### config.mk
export PLATFORM = sky130hd
export DESIGN_NAME = mem_arbiter
export DESIGN_NICKNAME = d
export VERILOG_FILES = /design/src/rtl/mem_arbiter.sv
export SDC_FILE = /design/constraint.sdc
export NUM_CORES = 1
export LEC_CHECK = 0
export ABC_AREA = 1
export CORE_ASPECT_RATIO = 1.25
export CORE_MARGIN = 5
export CORE_UTILIZATION = 41
export CTS_BUF_LIST = sky130_fd_sc_hd__clkbuf_4 sky130_fd_sc_hd__clkbuf_8 sky130_fd_sc_hd__clkbuf_16
export DETAILED_ROUTE_END_ITERATION = 6
export PLACE_DENSITY = 0.79
export SLEW_MARGIN = 20
export SYNTH_ARGS = -nofsm -noshare
export SYNTH_HDL_FRONTEND = slang
export SYNTH_SLANG_ARGS = --single-unit
export TNS_END_PERCENT = 20
### constraint.sdc
create_clock -name clk -period 2.25 [get_ports clk]
set_input_delay 0.3375 -clock clk [delete_from_list [all_inputs] [get_ports clk]]
set_output_delay 0.3375 -clock clk [all_outputs]
set_load 0.005 [all_outputs]
### src/rtl/mem_arbiter.sv
// mem_arbiter: shares the byte-wide RAM/IO port between icache refill and the LSU,
// serialising 1/2/4-byte accesses little-endian with round-robin arbitration.
module mem_arbiter #(
    parameter logic [31:0] IO_MASK = 32'h0003_0000
) (
    input  logic        clk,
    input  logic        rst,
    input  logic        rdy,
    input  logic        flush,
    input  logic        if_req,
    input  logic [31:0] if_addr,
    output logic        if_done,
    output logic [31:0] if_data,
    input  logic        ls_req,
    input  logic        ls_we,
    input  logic [1:0]  ls_size,
    input  logic [31:0] ls_addr,
    input  logic [31:0] ls_wdata,
    output logic        ls_done,
    output logic [31:0] ls_rdata,
    input  logic [7:0]  mem_din,
    output logic [7:0]  mem_dout,
    output logic [31:0] mem_a,
    output logic        mem_wr,
    input  logic        io_buffer_full
);
    typedef enum logic [2:0] {IDLE, IF_RD, LS_RD, LS_WR, DONE} state_t;
    state_t state, state_n;
    logic [31:0] addr, addr_n, wdata, wdata_n, data, data_n, merged;
    logic [31:0] if_data_n, ls_rdata_n, mem_a_n;
    logic [7:0]  mem_dout_n;
    logic [2:0]  len, len_n, cnt, cnt_n, ls_len;
    logic [1:0]  rd_idx;
    logic        last_ls, last_ls_n, if_done_n, ls_done_n, mem_wr_n;
    logic        grant_if, grant_ls, io_stall, ls_io_stall;

    assign ls_len      = ls_size == 2'd0 ? 3'd1 : ls_size == 2'd1 ? 3'd2 : 3'd4;
    assign grant_if    = if_req && (!ls_req || last_ls);
    assign grant_ls    = ls_req && !grant_if;
    assign io_stall    = io_buffer_full && ((addr & IO_MASK) == IO_MASK);
    assign ls_io_stall = io_buffer_full && ((ls_addr & IO_MASK) == IO_MASK);
    // cnt counts bytes already issued, so the byte arriving now is cnt-1
    assign rd_idx      = cnt[1:0] - 2'd1;

    always_comb begin
        merged = data;
        merged[{rd_idx, 3'b000} +: 8] = mem_din;
    end

    always_comb begin
        state_n    = state;
        addr_n     = addr;
        wdata_n    = wdata;
        data_n     = data;
        len_n      = len;
        cnt_n      = cnt;
        last_ls_n  = last_ls;
        if_done_n  = if_done;
        if_data_n  = if_data;
        ls_done_n  = ls_done;
        ls_rdata_n = ls_rdata;
        mem_a_n    = mem_a;
        mem_dout_n = mem_dout;
        mem_wr_n   = mem_wr;
        case (state)
            IDLE: begin
                if (grant_if) begin
                    state_n   = IF_RD;
                    addr_n    = if_addr;
                    len_n     = 3'd4;
                    cnt_n     = 3'd1;
                    data_n    = '0;
                    last_ls_n = 1'b0;
                    mem_a_n   = if_addr;
                    mem_wr_n  = 1'b0;
                end else if (grant_ls) begin
                    addr_n    = ls_addr;
                    wdata_n   = ls_wdata;
                    len_n     = ls_len;
                    data_n    = '0;
                    last_ls_n = 1'b1;
                    state_n   = ls_we ? LS_WR : LS_RD;
                    cnt_n     = ls_we && ls_io_stall ? 3'd0 : 3'd1;
                    mem_a_n   = ls_we && ls_io_stall ? mem_a : ls_addr;
                    mem_dout_n = ls_we ? ls_wdata[7:0] : mem_dout;
                    mem_wr_n  = ls_we && !ls_io_stall;
                end
            end
            IF_RD, LS_RD: begin
                if (flush) begin
                    state_n = IDLE;
                    mem_a_n = '0;
                end else if (cnt == len) begin
                    state_n    = DONE;
                    mem_a_n    = '0;
                    if_done_n  = state == IF_RD;
                    ls_done_n  = state == LS_RD;
                    if_data_n  = state == IF_RD ? merged : if_data;
                    ls_rdata_n = state == LS_RD ? merged : ls_rdata;
                end else begin
                    data_n  = merged;
                    mem_a_n = addr + 32'(cnt);
                    cnt_n   = cnt + 3'd1;
                end
            end
            LS_WR: begin
                if (cnt == len) begin
                    state_n   = DONE;
                    ls_done_n = 1'b1;
                    mem_wr_n  = 1'b0;
                    mem_a_n   = '0;
                end else if (io_stall) begin
                    mem_wr_n = 1'b0;
                end else begin
                    mem_a_n    = addr + 32'(cnt);
                    mem_dout_n = wdata[{cnt[1:0], 3'b000} +: 8];
                    mem_wr_n   = 1'b1;
                    cnt_n      = cnt + 3'd1;
                end
            end
            DONE: begin
                state_n   = IDLE;
                if_done_n = 1'b0;
                ls_done_n = 1'b0;
                cnt_n     = '0;
            end
            default: state_n = IDLE;
        endcase
    end

    always_ff @(posedge clk or negedge rst) begin
        if (!rst) begin
            state    <= IDLE;
            addr     <= '0;
            wdata    <= '0;
            data     <= '0;
            len      <= '0;
            cnt      <= '0;
            last_ls  <= 1'b1;
            if_done  <= 1'b0;
            if_data  <= '0;
            ls_done  <= 1'b0;
            ls_rdata <= '0;
            mem_a    <= '0;
            mem_dout <= '0;
            mem_wr   <= 1'b0;
        end else if (rdy) begin
            state    <= state_n;
            addr     <= addr_n;
            wdata    <= wdata_n;
            data     <= data_n;
            len      <= len_n;
            cnt      <= cnt_n;
            last_ls  <= last_ls_n;
            if_done  <= if_done_n;
            if_data  <= if_data_n;
            ls_done  <= ls_done_n;
            ls_rdata <= ls_rdata_n;
            mem_a    <= mem_a_n;
            mem_dout <= mem_dout_n;
            mem_wr   <= mem_wr_n;
        end
    end
endmodule

==> metrics <==
area leader, netlist=dfrtp_1; Pwr per Cell Area=1170 mW/mm^2; root buffer cell=clkbuf_16; First-pass DRT Iterations=5; io pins=221; clock skew=0.00756 ns; Async SR Flop Fraction=100%; CTS tree=yes; Post-synth top flop=dfrtp_1; Vias=10355; hpwl dp=24300 microns; DIE HEIGHT=between 150 and 200 microns; Int Pwr=10.3 mW; status=completed; Critical Path Source=cnt[0]$_DFFE_PN0P_; Die Area=0.0298 sq mm; fin worst setup slack=a little under 0.1 ns; Slew Limit Fails=0; worst r2r src=cnt[0]$_DFFE_PN0P_; # DRC=0; CTS clk-pin slew, worst paths=around 0.06 ns; Synth top area share=48.9%; synthesized flop and latch total=213; Diodes inserted=0; RSZ-0062 raised after global routing=yes; final net count=1798; initial core utilization=41.6%; Horiz. Die Dim=between 150 and 200 microns; Cells after Synth=1445; yosys warns=0; crit path DAT=2.58 ns; DRT Wirelength=32700 microns; vias in the first global route=10325; actual slew at the worst max-slew pin=0.598 ns; top-count cell post-synth=nand2_1; vias per cell=5.10; Worst R2R Setup Slack=0.1 ns; syn_area_per_cell=7.51 sq um; relative slew slack=60.2%; Tmin final=2.15 ns; Peak VDD IR=642 uV; sequential fraction of the synthesis area=49.2%; Critical Setup Path Class=reg -> reg; worst hold path class=in -> async; total track usage=between 20% and 30%; first-pass GRT wire length=53200 microns; most frequent cells after synthesis=nand2_1, dfrtp_1, nor2_1, o21ai_0, inv_1; CP Capture Type=flop; max cap viols=0; Crit path required time=2.68 ns; dpl ws=approximately 0.024 ns; cells on worst reg2reg path=7; residual overflow from global routing=0; ANT nets after route=0; total power=~17 mW; CORE AREA=0.0261 sq mm; crit path max fanout=10; Longest Clk Path Bufs=3; initial antenna violation count=2; Final Cycle Share=a little over nine tenths; RD Place Congestion=0.944; Netlist cell types=42; H-tree Lvls=1; layout cells sized above 1=about 8.9%; clock buffer count from CTS=23; wire length per cell=roughly 16 microns; Synth Cell Area=0.0108 sq mm; Clock Latency Late Sink=0.51 ns; largest net degree at the start of global routing=64; Final Hold Fails=0; Sw Ratio=between 30% and 40%; largest cells by area after synthesis=dfrtp_1, nand2_1, nor2_1, o21ai_0, o21ai_1; crit start category=flop; number of flops mapped to enable cells by yosys=0; share of total power in sequential cells=about a third; synth-to-layout area growth=33.3%; Post-Syn Nets=around 1600; Combinational Power Share=41.7%; DRT iter0 DRCs=between 600 and 700; R2R Path End=ls_rdata[1]$_DFFE_PN0P_; fmax=roughly 460 MHz; leakage power=roughly 6.5 nW; switching power=6.56 mW; final hold slack=0.371 ns; port bufs=220; postcts setup bufs=0; clock share of power=23.2%; final number of setup-violating endpoints=0; row cnt=66; Sink Count=about 210
==> metal layers <==
layer / GRT usage (%) / vias to the layer above / share of wire, %
li1: - / 5070 / -
met1: 27.7 / 4857 / 42
met2: 37.5 / 350 / 48
met3: 3.61 / 74 / 6.7
met4: 7.65 / 4 / 3.2
met5: 0 / - / 0.089
==> area by class of cell <==
type / instances / area, sq um
Clock buffer: 35 / 697
Inverter: 116 / 437
Multi-Input combinational cell: 1054 / 4800
Sequential cell: 213 / 5330
Tap cell: 340 / 425
Clock inverter: 7 / 91.3
Timing Repair Buffer: 267 / 2670
Fill cell: 2419 / 11600
==> how the worst max path moves through the flow <==
| stage | to | slack, ns | cells after the start |
|---|---|---|---|
| 6_report | ls_rdata[1]$_DFFE_PN0P_ | 0.1 | 7 |
| 3_3_place_gp | mem_a[28]$_DFFE_PN0P_ | 0.08 | 9 |
| 5_1_grt | ls_rdata[7]$_DFFE_PN0P_ | -0.08 | 7 |
| 2_1_floorplan | data[24]$_DFFE_PN0P_ | 0.02 | 7 |
| 3_5_place_dp | mem_a[28]$_DFFE_PN0P_ | 0.02 | 9 |
| 4_1_cts | mem_a[17]$_DFFE_PN0P_ | 0.04 | 10 |
==> registers in the layout, indices dropped and copies added (netlist names) <==
register / count
addr: 32
cnt: 3
data: 32
if_data: 32
if_done: 1
last_ls: 1
len: 3
ls_done: 1
ls_rdata: 32
mem_a: 32
mem_dout: 8
mem_wr: 1
state: 3
wdata: 32
==> power groups by stage <==
stage | clock network (mW) | logic, mW | registers [mW]
6_report | 3.91 | 7.04 | 5.93
5_1_grt | 4.13 | 7.86 | 6.10
2_1_floorplan | 0 | 4.11 | 5.79
3_5_place_dp | 0 | 6.99 | 5.97
3_3_place_gp | 0 | 6.83 | 5.95
4_1_cts | 3.99 | 7.04 | 5.93
==> timing repair <==
item                                   4_1_cts  5_1_grt
pin swaps                                    0        2
resized for setup                            1        4
setup endpoints to repair                    1       63
endpoints found under the hold margin       47        0
hold buffers                                 1        0
cloned                                       0        0
==> worst max-delay path, stage by stage (launching register included) <==
cell and delay (ns):
dfrtp_1 0.36, buf_4 0.20, clkinv_1 0.14, ha_1 0.38
nand4_1 0.33, o21ai_0 0.44, inv_1 0.10, o21ai_1 0.14
==> per-stage QoR <==
stage	std cells	instance area [sq um]	setup TNS, ns	utilization (%)
after CTS	2032	14400	0	55.3
after global routing	2032	14500	-0.948	55.4
after global placement	1989	13600	0	52.3
after detailed placement	1989	13600	0	52.3
after floorplan	1445	10800	0	-
final	2032	14500	0	55.4
==> placed cells by master, fill, tap and decap left out, types with 4 or more instances in the layout <==
master / instances
clkinv_2: 4
clkinv_1: 4
a21oi_1: 36
o22ai_1: 8
dfrtp_1: 212
xor2_1: 9
or2_2: 24
clkbuf_8: 6
inv_1: 103
inv_2: 8
clkbuf_4: 7
nand3_1: 51
clkbuf_16: 23
a22o_1: 6
buf_12: 9
a31o_2: 8
ha_1: 8
nor2_1: 174
a31oi_1: 5
o21ai_0: 107
nand2_1: 479
nand4_1: 6
o21ai_1: 99
clkdlybuf4s50_1: 219
nand2_2: 5
buf_4: 37
nor2_2: 5
==> logic make-up (layout without fill, tap and decap cells) <==
family	after synthesis	count (layout)	share of synthesized area, %
AND/OR/NAND/NOR	752	752	28.0
adder cells (fa/ha/maj)	9	9	1.11
buffers and inverters	178	425	6.76
XOR/XNOR	13	13	1.12
flip-flops	213	213	49.2
AO/OA/AOI/OAI	280	280	13.8
Power figures use the tool's default switching activity.
